<file path="src/rtl/mtd_pkg.sv">
// Shared definitions for the MTD engine sequencer: FSM encoding and the
// bit positions of the engine's status pins.
package mtd_pkg;

  typedef enum logic [2:0] {
    IDLE    = 3'd0,
    RST     = 3'd1,
    ARM     = 3'd2,
    COLLECT = 3'd3,
    DRAIN   = 3'd4,
    DONE    = 3'd5
  } state_e;

  localparam int HB    = 1;
  localparam int EMPTY = 0;

endpackage

</file>
<file path="src/rtl/sync_2ff.sv">
// Plain two-flop synchroniser for W independent asynchronous level inputs.
module sync_2ff #(
  parameter int W = 1
) (
  input  logic         clk,
  input  logic         reset,
  input  logic [W-1:0] d,
  output logic [W-1:0] q
);

  logic [W-1:0] meta;

  // NOTE: flops are written only with <= so every flop samples the pre-edge
  // value of its source; a blocking = here would collapse the two stages.
  always_ff @(posedge clk) begin
    if (!reset) begin
      meta <= '0;
      q    <= '0;
    end else begin
      meta <= d;
      q    <= meta;
    end
  end

endmodule

</file>
<file path="src/rtl/sync_edge.sv">
// Two-flop synchroniser followed by a registered rising-edge detector; the
// one-cycle pulse appears three clk edges after the input rises.
module sync_edge (
  input  logic clk,
  input  logic reset,
  input  logic d,
  output logic pulse
);

  logic s;
  logic s_d;

  sync_2ff #(.W(1)) u_sync (
    .clk  (clk),
    .reset(reset),
    .d    (d),
    .q    (s)
  );

  always_ff @(posedge clk) begin
    if (!reset) begin
      s_d   <= 1'b0;
      pulse <= 1'b0;
    end else begin
      s_d   <= s;
      pulse <= s & ~s_d;
    end
  end

endmodule

</file>
<file path="src/rtl/mtd_ctrl.sv">
// Sweep sequencer for the external MTD engine: reset it, wait for a sync
// period, wait for a ready block, then drain it word by word into the buffer.
module mtd_ctrl
  import mtd_pkg::*;
#(
  parameter int RST_CYCLES = 16,
  parameter int RD_LAT     = 2,
  parameter int BLOCK_LEN  = 1024,
  parameter int TIMEOUT    = 65535,
  parameter int AW         = 10
) (
  input  logic          clk,
  input  logic          reset,
  input  logic          enable,
  input  logic          synclk,
  input  logic          err_clr,
  input  logic [1:0]    extern_mtd_state,
  input  logic [15:0]   extern_mtd_data,
  output logic          extern_mtd_en,
  output logic          extern_mtd_rst,
  output logic          mtd_wen,
  output logic [15:0]   mtd_wdata,
  output logic [AW-1:0] mtd_waddr,
  output logic          mtd_done,
  output logic          err_timeout,
  output logic          err_overrun,
  output logic          busy
);

  localparam int TMAX = (TIMEOUT > RST_CYCLES) ? TIMEOUT : RST_CYCLES;
  localparam int TW   = $clog2(TMAX + 1);
  localparam int PW   = $clog2(RD_LAT + 4);
  localparam int CW   = AW + 1;

  state_e          state, state_n;
  logic [TW-1:0]   tmr, tmr_n;
  logic [PW-1:0]   ph, ph_n;
  logic [CW-1:0]   wcnt, wcnt_n;
  logic            sync_p;
  logic            sync_pend, sync_pend_n;
  logic [1:0]      st_s;
  logic            hb, empty;
  logic            capture;
  logic            set_timeout;
  logic            set_overrun;
  logic            arm_entry;

  sync_edge u_sync_edge (
    .clk  (clk),
    .reset(reset),
    .d    (synclk),
    .pulse(sync_p)
  );

  sync_2ff #(.W(2)) u_sync_state (
    .clk  (clk),
    .reset(reset),
    .d    (extern_mtd_state),
    .q    (st_s)
  );

  assign hb    = st_s[HB];
  assign empty = st_s[EMPTY];

  // NOTE: every signal written here gets a default first, so no path through
  // the case leaves one unassigned and no latch is inferred.
  always_comb begin
    state_n     = state;
    tmr_n       = tmr;
    ph_n        = ph;
    wcnt_n      = wcnt;
    capture     = 1'b0;
    set_timeout = 1'b0;
    case (state)
      IDLE: begin
        if (enable) begin
          state_n = RST;
          tmr_n   = '0;
        end
      end
      RST: begin
        if (tmr == TW'(RST_CYCLES - 1)) state_n = ARM;
        else                            tmr_n   = tmr + 1'b1;
      end
      ARM: begin
        if (sync_p || sync_pend) begin
          state_n = COLLECT;
          tmr_n   = '0;
        end
      end
      COLLECT: begin
        if (hb && !empty) begin
          state_n = DRAIN;
          ph_n    = '0;
          wcnt_n  = '0;
        end else if (tmr == TW'(TIMEOUT - 1)) begin
          set_timeout = 1'b1;
          state_n     = RST;
          tmr_n       = '0;
        end else begin
          tmr_n = tmr + 1'b1;
        end
      end
      DRAIN: begin
        // One read: strobe at ph 0, capture at RD_LAT, write at RD_LAT+1,
        // re-sample empty at RD_LAT+3 before deciding on the next strobe.
        ph_n = ph + 1'b1;
        if (ph == PW'(RD_LAT))     capture = 1'b1;
        if (ph == PW'(RD_LAT + 1)) wcnt_n  = wcnt + 1'b1;
        if (ph == PW'(RD_LAT + 3)) begin
          ph_n = '0;
          if (empty || wcnt == CW'(BLOCK_LEN)) state_n = DONE;
        end
      end
      DONE:    state_n = ARM;
      default: state_n = IDLE;
    endcase
    if (!enable) state_n = IDLE;
  end

  // A sync landing on the transition into ARM is held one cycle so ARM sees it.
  assign arm_entry   = (state_n == ARM) && (state != ARM);
  assign sync_pend_n = arm_entry && sync_p;
  assign set_overrun = sync_p && (state != ARM) && !arm_entry;

  // NOTE: reset is synchronous and also clears the captured data word, so the
  // buffer port shows a defined value rather than stale data after reset.
  always_ff @(posedge clk) begin
    if (!reset) begin
      state       <= IDLE;
      tmr         <= '0;
      ph          <= '0;
      wcnt        <= '0;
      sync_pend   <= 1'b0;
      mtd_wdata   <= '0;
      err_timeout <= 1'b0;
      err_overrun <= 1'b0;
    end else begin
      state       <= state_n;
      tmr         <= tmr_n;
      ph          <= ph_n;
      wcnt        <= wcnt_n;
      sync_pend   <= sync_pend_n;
      if (capture) mtd_wdata <= extern_mtd_data;
      err_timeout <= set_timeout | (err_timeout & ~err_clr);
      err_overrun <= set_overrun | (err_overrun & ~err_clr);
    end
  end

  assign extern_mtd_rst = (state == IDLE) || (state == RST);
  assign extern_mtd_en  = (state == DRAIN) && (ph == '0);
  assign mtd_wen        = (state == DRAIN) && (ph == PW'(RD_LAT + 1));
  assign mtd_done       = (state == DONE);
  assign busy           = (state != IDLE) && (state != ARM);
  assign mtd_waddr      = wcnt[AW-1:0];

endmodule

</file>
<file path="config.mk">
export PLATFORM = sky130hd
export DESIGN_NAME = mtd_ctrl
export DESIGN_NICKNAME = d
export VERILOG_FILES = /design/src/rtl/mtd_pkg.sv /design/src/rtl/sync_2ff.sv /design/src/rtl/sync_edge.sv /design/src/rtl/mtd_ctrl.sv
export SDC_FILE = /design/constraint.sdc
export NUM_CORES = 1
export LEC_CHECK = 0
export ABC_AREA = 1
export BUFFER_PORTS_ARGS = -buffer_cell sky130_fd_sc_hd__buf_2
export CORE_ASPECT_RATIO = 0.75
export CORE_MARGIN = 1.5
export CORE_UTILIZATION = 50
export CTS_CLUSTER_DIAMETER = 120
export CTS_CLUSTER_SIZE = 40
export DETAILED_ROUTE_END_ITERATION = 10
export PLACE_DENSITY = 0.75
export SLEW_MARGIN = 20
export SYNTH_ARGS = -nofsm -noshare
export SYNTH_HDL_FRONTEND = slang
export SYNTH_HIERARCHICAL = 1
export SYNTH_SLANG_ARGS = --single-unit
</file>
<file path="constraint.sdc">
create_clock -name clk -period 1.9 [get_ports clk]
set_clock_uncertainty 0.05 [all_clocks]
set_input_delay 0.19 -clock clk [delete_from_list [all_inputs] [get_ports clk]]
set_output_delay 0.19 -clock clk [all_outputs]
set_load 0.03 [all_outputs]
</file>
After elaboration in Yosys (flattened, before gate mapping)
Index checks and enable logic that the tools add are counted.
Widths: inputs -> output; s select.

word-level totals
  bits in latches = 0
  ROM bits = 0
  word-level logic and storage cells = 89
  memories = 0
  input port bits = 23
  register bits after elaboration = 60
  bits in writable memories = 0
  output and inout port bits = 33

operators by class
  add/sub/neg operators = 3
  multiply operators = 0
  div/mod/pow operators = 0
  mux-type cells = 25
  shifts and indexed selects = 0
  reduce and logical (&&, ||, !) cells = 21
  $lt $le $gt $ge = 0
  equal/unequal tests = 19
  bitwise operators = 7

operators with widths
  operator               count
  $mux 16                5
  $pmux 16 s4            1
  $mux 3                 9
  $mux 11                2
  $pmux 11 s2            1
  $pmux 3 s6             1
  $add 16x1->16 const B  1
  $eq 16x16->1 const B   1
  $eq 16x4->1 const B    1
  $eq 3x2->1 const B     5
  $ne 2x2->1 const B     6
  $add 11x1->11 const B  1
  $eq 11x11->1 const B   1
  $eq 3x3->1 const B     3
  $logic_and 1x1->1      8
  $logic_not 3->1        2
  $pmux 3 s2             1
  $mux 1                 5
  $reduce_and 5->1       1
  $reduce_bool 4->1      1
  $add 3x1->3 const B    1
  $and 1x1->1            3
  $eq 3x1->1 const B     1
  $logic_or 1x1->1       3
  other kinds (8)        11

Depth between registers and ports, before layout
  depth after elaboration = 11
  mapped depth = 12
  depth with buffers taken out = 12

Cells and area by module
Netlist, hierarchy kept.

by module, submodules not included
  module                         sequential area each (um2)  area each (um2)  cells each  instances
  mtd_ctrl                       1041.0                      2770.2           403         1
  sync_2ff (u_sync_state)        80.1                        110.1            12          1
  sync_2ff (u_sync_edge.u_sync)  40.0                        55.1             6           1
  sync_edge                      40.0                        53.8             5           1

Worst setup path before layout
OpenSTA, ideal clock, no wires.

  path kind = reg2out
  start = register state[2]
  end = output port extern_mtd_en
  data required time = 1.660 ns
  path slack = 0.261 ns
  stages on the path, launching flop included = 6
  path buffers = 1
  arrival time = 1.399 ns
  path through = dfxtp_1 buf_4 nand2_1 nor2_4 nand2_1 nor3_1

between the ends
  cells in the longest elaborated chain, start to end = 2

RTL lines
  what                      RTL line         source
  start: declaration        mtd_ctrl.sv:35   state_e state, state_n;
  start signal: assignment  mtd_ctrl.sv:139  state <= state_n;
  $eq 3x3->1                mtd_ctrl.sv:151  assign extern_mtd_en = (state == DRAIN) && (ph == '0);
  $logic_and 1x1->1         mtd_ctrl.sv:151
  end: declaration          mtd_ctrl.sv:19   output logic extern_mtd_en,

Every way passes these cells.

Worst setup path after layout
  start = register state[1]
  end = output port extern_mtd_en

Same word-level chain as after synthesis.

==> flow_summary.rst <==
.. list-table::
   :header-rows: 1

   * - Metric
     - Value
   * - Final worst slack
     - 57.4 ps
   * - Endpoint with the worst hold slack
     - mtd_wdata[14]
   * - Async set-or-reset flop fraction in the synthesized netlist
     - 0%
   * - Arrival time at the worst endpoint
     - 1600 ps
   * - Maximum net fanout on the critical path
     - 7
   * - Area share of the leading cell type in the synthesized netlist
     - 40.2%
   * - Category of the worst setup path capture point
     - primary output
   * - Vias in the first global route
     - 2453
   * - Number of flops mapped to enable cells by yosys
     - 0
   * - Combinational group share of total power
     - 5.5%
   * - Most frequent cells in the layout
     - nor2_1 (81), nand2_1 (80), dfxtp_1 (56)
   * - Clock Pin Slew Worst Setup and Hold Paths
     - 70 ps
   * - Fmax
     - 543 MHz
   * - Fillcell total
     - 528
   * - Power spent charging and discharging nets
     - 0.580 mW
   * - Power per Cell Area
     - 680 nW/um^2
   * - Switching share of power
     - 24.1%
   * - Fin crit share
     - 97.0%
   * - Antenna violations before repair
     - 0
   * - Number of max-slew violations in the final report
     - 0
   * - Number of H-tree branching levels
     - 3
   * - Wire length of the first global-routing pass
     - 10600 um
   * - Number of optimization iterations in the first detailed-route pass
     - 4
   * - Required time of the critical path
     - 1660 ps
   * - Transition time at the pin with the least slew margin
     - 393 ps
   * - Core area
     - 5800 sq um
   * - Average cell area after synthesis
     - 7.02 sq um
   * - Mapped Area
     - 2990 sq um
   * - Critical path class
     - reg -> out
   * - Clock tree from TritonCTS
     - yes
   * - Most numerous cell on the critical path
     - nand2_1
   * - Length in cells of the worst reg-to-reg path
     - 10
   * - Routed Wire Length
     - 6310 um
   * - Yosys warns
     - 6
   * - Leakage Power
     - 1.62 nW
   * - Worst-case vdd ir drop
     - 469 uV
   * - Number of top-level pins
     - 56
   * - Post-route DRC
     - 0
   * - Number of placement rows
     - 24
   * - Main flop type after synthesis
     - dfxtp_1
   * - Routed Antenna Nets
     - 0
   * - Die Area
     - 6460 sq um
   * - Count of mapped cells out of synthesis
     - 426
   * - Syn nets
     - 454
   * - Startpoint of the worst register-to-register path
     - tmr[0]
   * - P_int
     - 1.83 mW
   * - Number of hold-slack violations in the final timing report
     - 0
   * - Placed Cells incl. Taps
     - 549
   * - Type of the most critical hold path
     - in -> reg
   * - Crit path largest cell delay
     - 380 ps
   * - Count of input and output buffers
     - 55
   * - Post-synthesis cell type count
     - 34
   * - Yosys top cell by area
     - dfxtp_1
   * - Setup repair after global routing missed its margin
     - true
   * - Number of antenna cells inserted
     - 0
   * - TritonCTS Sinks
     - 60
   * - Endpoint of the lowest-slack register-to-register path
     - tmr[3]
   * - Proportion of power drawn by flip-flops and latches
     - 53.1%
   * - Clk Tree Root Cell
     - clkbuf_8
   * - Fraction of the yosys area taken by sequential cells
     - 40.2%
   * - Worst min-delay path startpoint
     - extern_mtd_data[14]
   * - Final critical-path required period
     - 1840 ps
   * - CTS Buf Count
     - 9
   * - Number of register bits inferred by synthesis
     - 60
   * - Post-detailed-route wirelength per cell
     - 11.1 um
   * - Non-filler cells, final
     - 571
   * - Average via count per standard cell
     - 4.82
   * - Sum of net half-perimeters after detailed placement
     - 4560 um
   * - Worst slew margin
     - 73.7%
   * - Routed vias
     - 2754
   * - Total setup violations reported at the end of the flow
     - 0
   * - WHS Path Cells
     - 3
   * - Worst-Skew Late Latency
     - 340 ps
   * - Synth top area cells
     - dfxtp_1 (40%), nand2_1 (10%), nor2_1 (10%)
   * - Net count reported at finish
     - 516
   * - Effective utilization at floorplan
     - 51.6%
   * - Worst-case clock buffer depth
     - 2
   * - Worst reg-to-reg setup slack
     - 140 ps
   * - Overall die width
     - 92.3 um
   * - Total congestion overflow
     - 0
   * - Post-route total power
     - 2.41 mW
   * - Final Wtd Congestion
     - 0.896
   * - Fraction of final layout cells with drive strength greater than 1
     - 25.4%
   * - Overall global routing resource usage
     - 20.8%
   * - Number of maximum-capacitance violations
     - 0
   * - Run status
     - complete, no violations
   * - Relative area change from synthesis to final layout
     - 18.3%
   * - Die Height
     - 70.0 um
   * - Number of DRC violations after detailed-routing iteration 0
     - 118
   * - Most common cell after layout, fill and taps aside
     - nor2_1
   * - Pin count of the biggest net entering global routing
     - 24
   * - Crit start category
     - register
   * - Cells along the critical path
     - inv_1, nand2_1, nor2_4, nand2_1, nor3_1, buf_4
   * - Cell with the biggest individual delay on the critical path
     - dfxtp_1
   * - Setup WS pre-CTS
     - 31.0 ps
   * - Clock share of power
     - 41.4%
## repair_timing
| action | 4_1_cts | 5_1_grt |
|---|---|---|
| setup endpoints to repair | 1 | 16 |
| pin swaps | 0 | 2 |
| hold buffers | 3 | 0 |
| gates resized for setup | 1 | 7 |
| endpoints found under the hold margin | 3 | 0 |
| cloned | 0 | 0 |
| buffers inserted | 0 | 3 |
## routing by layer
layer  GRT usage [%]  vias up  wire length, um
met5               0        -                0
met4            6.32        0               73
met3            9.48        9              501
met2            29.5       91             2550
met1            28.3     1194             3190
li1                -     1460                -
## cell usage after synthesis (3+ instances only)
cell type	n
a21oi_1	21
inv_1	53
nor2_1	81
a21oi_2	5
dfxtp_1	60
nand2_2	4
o21ai_0	22
o21ai_1	7
nor2_4	3
inv_2	6
nand4_1	5
ha_1	5
buf_6	3
nand2_1	81
o21ai_2	3
nor2_2	10
nand3_1	15
buf_4	11
nor3_1	7
## flip-flops by register name, summed over array words and instances (netlist names), 2 cells and up
signal             cells
ph                     3
mtd_wdata             16
u_sync_state/meta      2
tmr                   16
wcnt                  11
state                  3
u_sync_state/q         2
## final cells by class
cell class | instances | area, sq um | share of cell area, %
Clock buffer | 11 | 141 | 4.00
Sequential cell | 60 | 1210 | 34.1
Multi-Input combinational cell | 289 | 1440 | 40.6
Inverter | 59 | 224 | 6.33
Tap cell | 78 | 97.6 | 2.76
Clock inverter | 5 | 27.5 | 0.778
Timing Repair Buffer | 69 | 403 | 11.4
## through the flow
step	util [%]	hold WS, ps	TNS [ps]	instance area, sq um
after floorplan	-	233	0	2990
after global placement	56.7	323	0	3290
after detailed placement	56.7	330	0	3290
after CTS	60.2	2.78	0	3490
after global routing	61.0	4.40	-10.2	3540
final	61.0	15.6	0	3540
## kinds of logic (layout without fill, tap and decap cells)
family / after synthesis / in the layout / synth area share (%)
AOI/OAI and AO/OA: 64 / 64 / 12.2
xor gates and xnor gates: 2 / 2 / 0.586
buffers and inverters: 77 / 144 / 11.9
adders and majority gates: 5 / 5 / 2.09
DFF: 60 / 60 / 40.2
and+or+nand+nor: 218 / 218 / 33.0
## power groups by stage
stage / clock (mW) / sequential (mW) / combinational (mW)
floorplan: 0 / 1.30 / 0.0744
global placement: 0 / 1.30 / 0.113
detailed placement: 0 / 1.30 / 0.115
CTS: 1.03 / 1.28 / 0.121
finish: 0.996 / 1.28 / 0.132
global route: 1.09 / 1.28 / 0.148
## critical path, delay by kind of cell (launching register included)
kind | cells | cell delay [ps]
and+or+nand+nor | 4 | 570
DFF | 1 | 380
buffers and inverters | 2 | 310
## worst max path at each step
stage          startpoint       endpoint  slack [ps]  depth (start not counted)
3_5_place_dp       tmr[0]        tmr[10]          30                          9
2_1_floorplan    state[2]  extern_mtd_en         260                          5
4_1_cts            tmr[0]        tmr[10]          10                          9
6_report         state[1]  extern_mtd_en          60                          6
5_1_grt          state[1]  extern_mtd_en         -10                          6
3_3_place_gp       tmr[1]        tmr[10]         120                          9
Power figures use the tool's default switching activity.
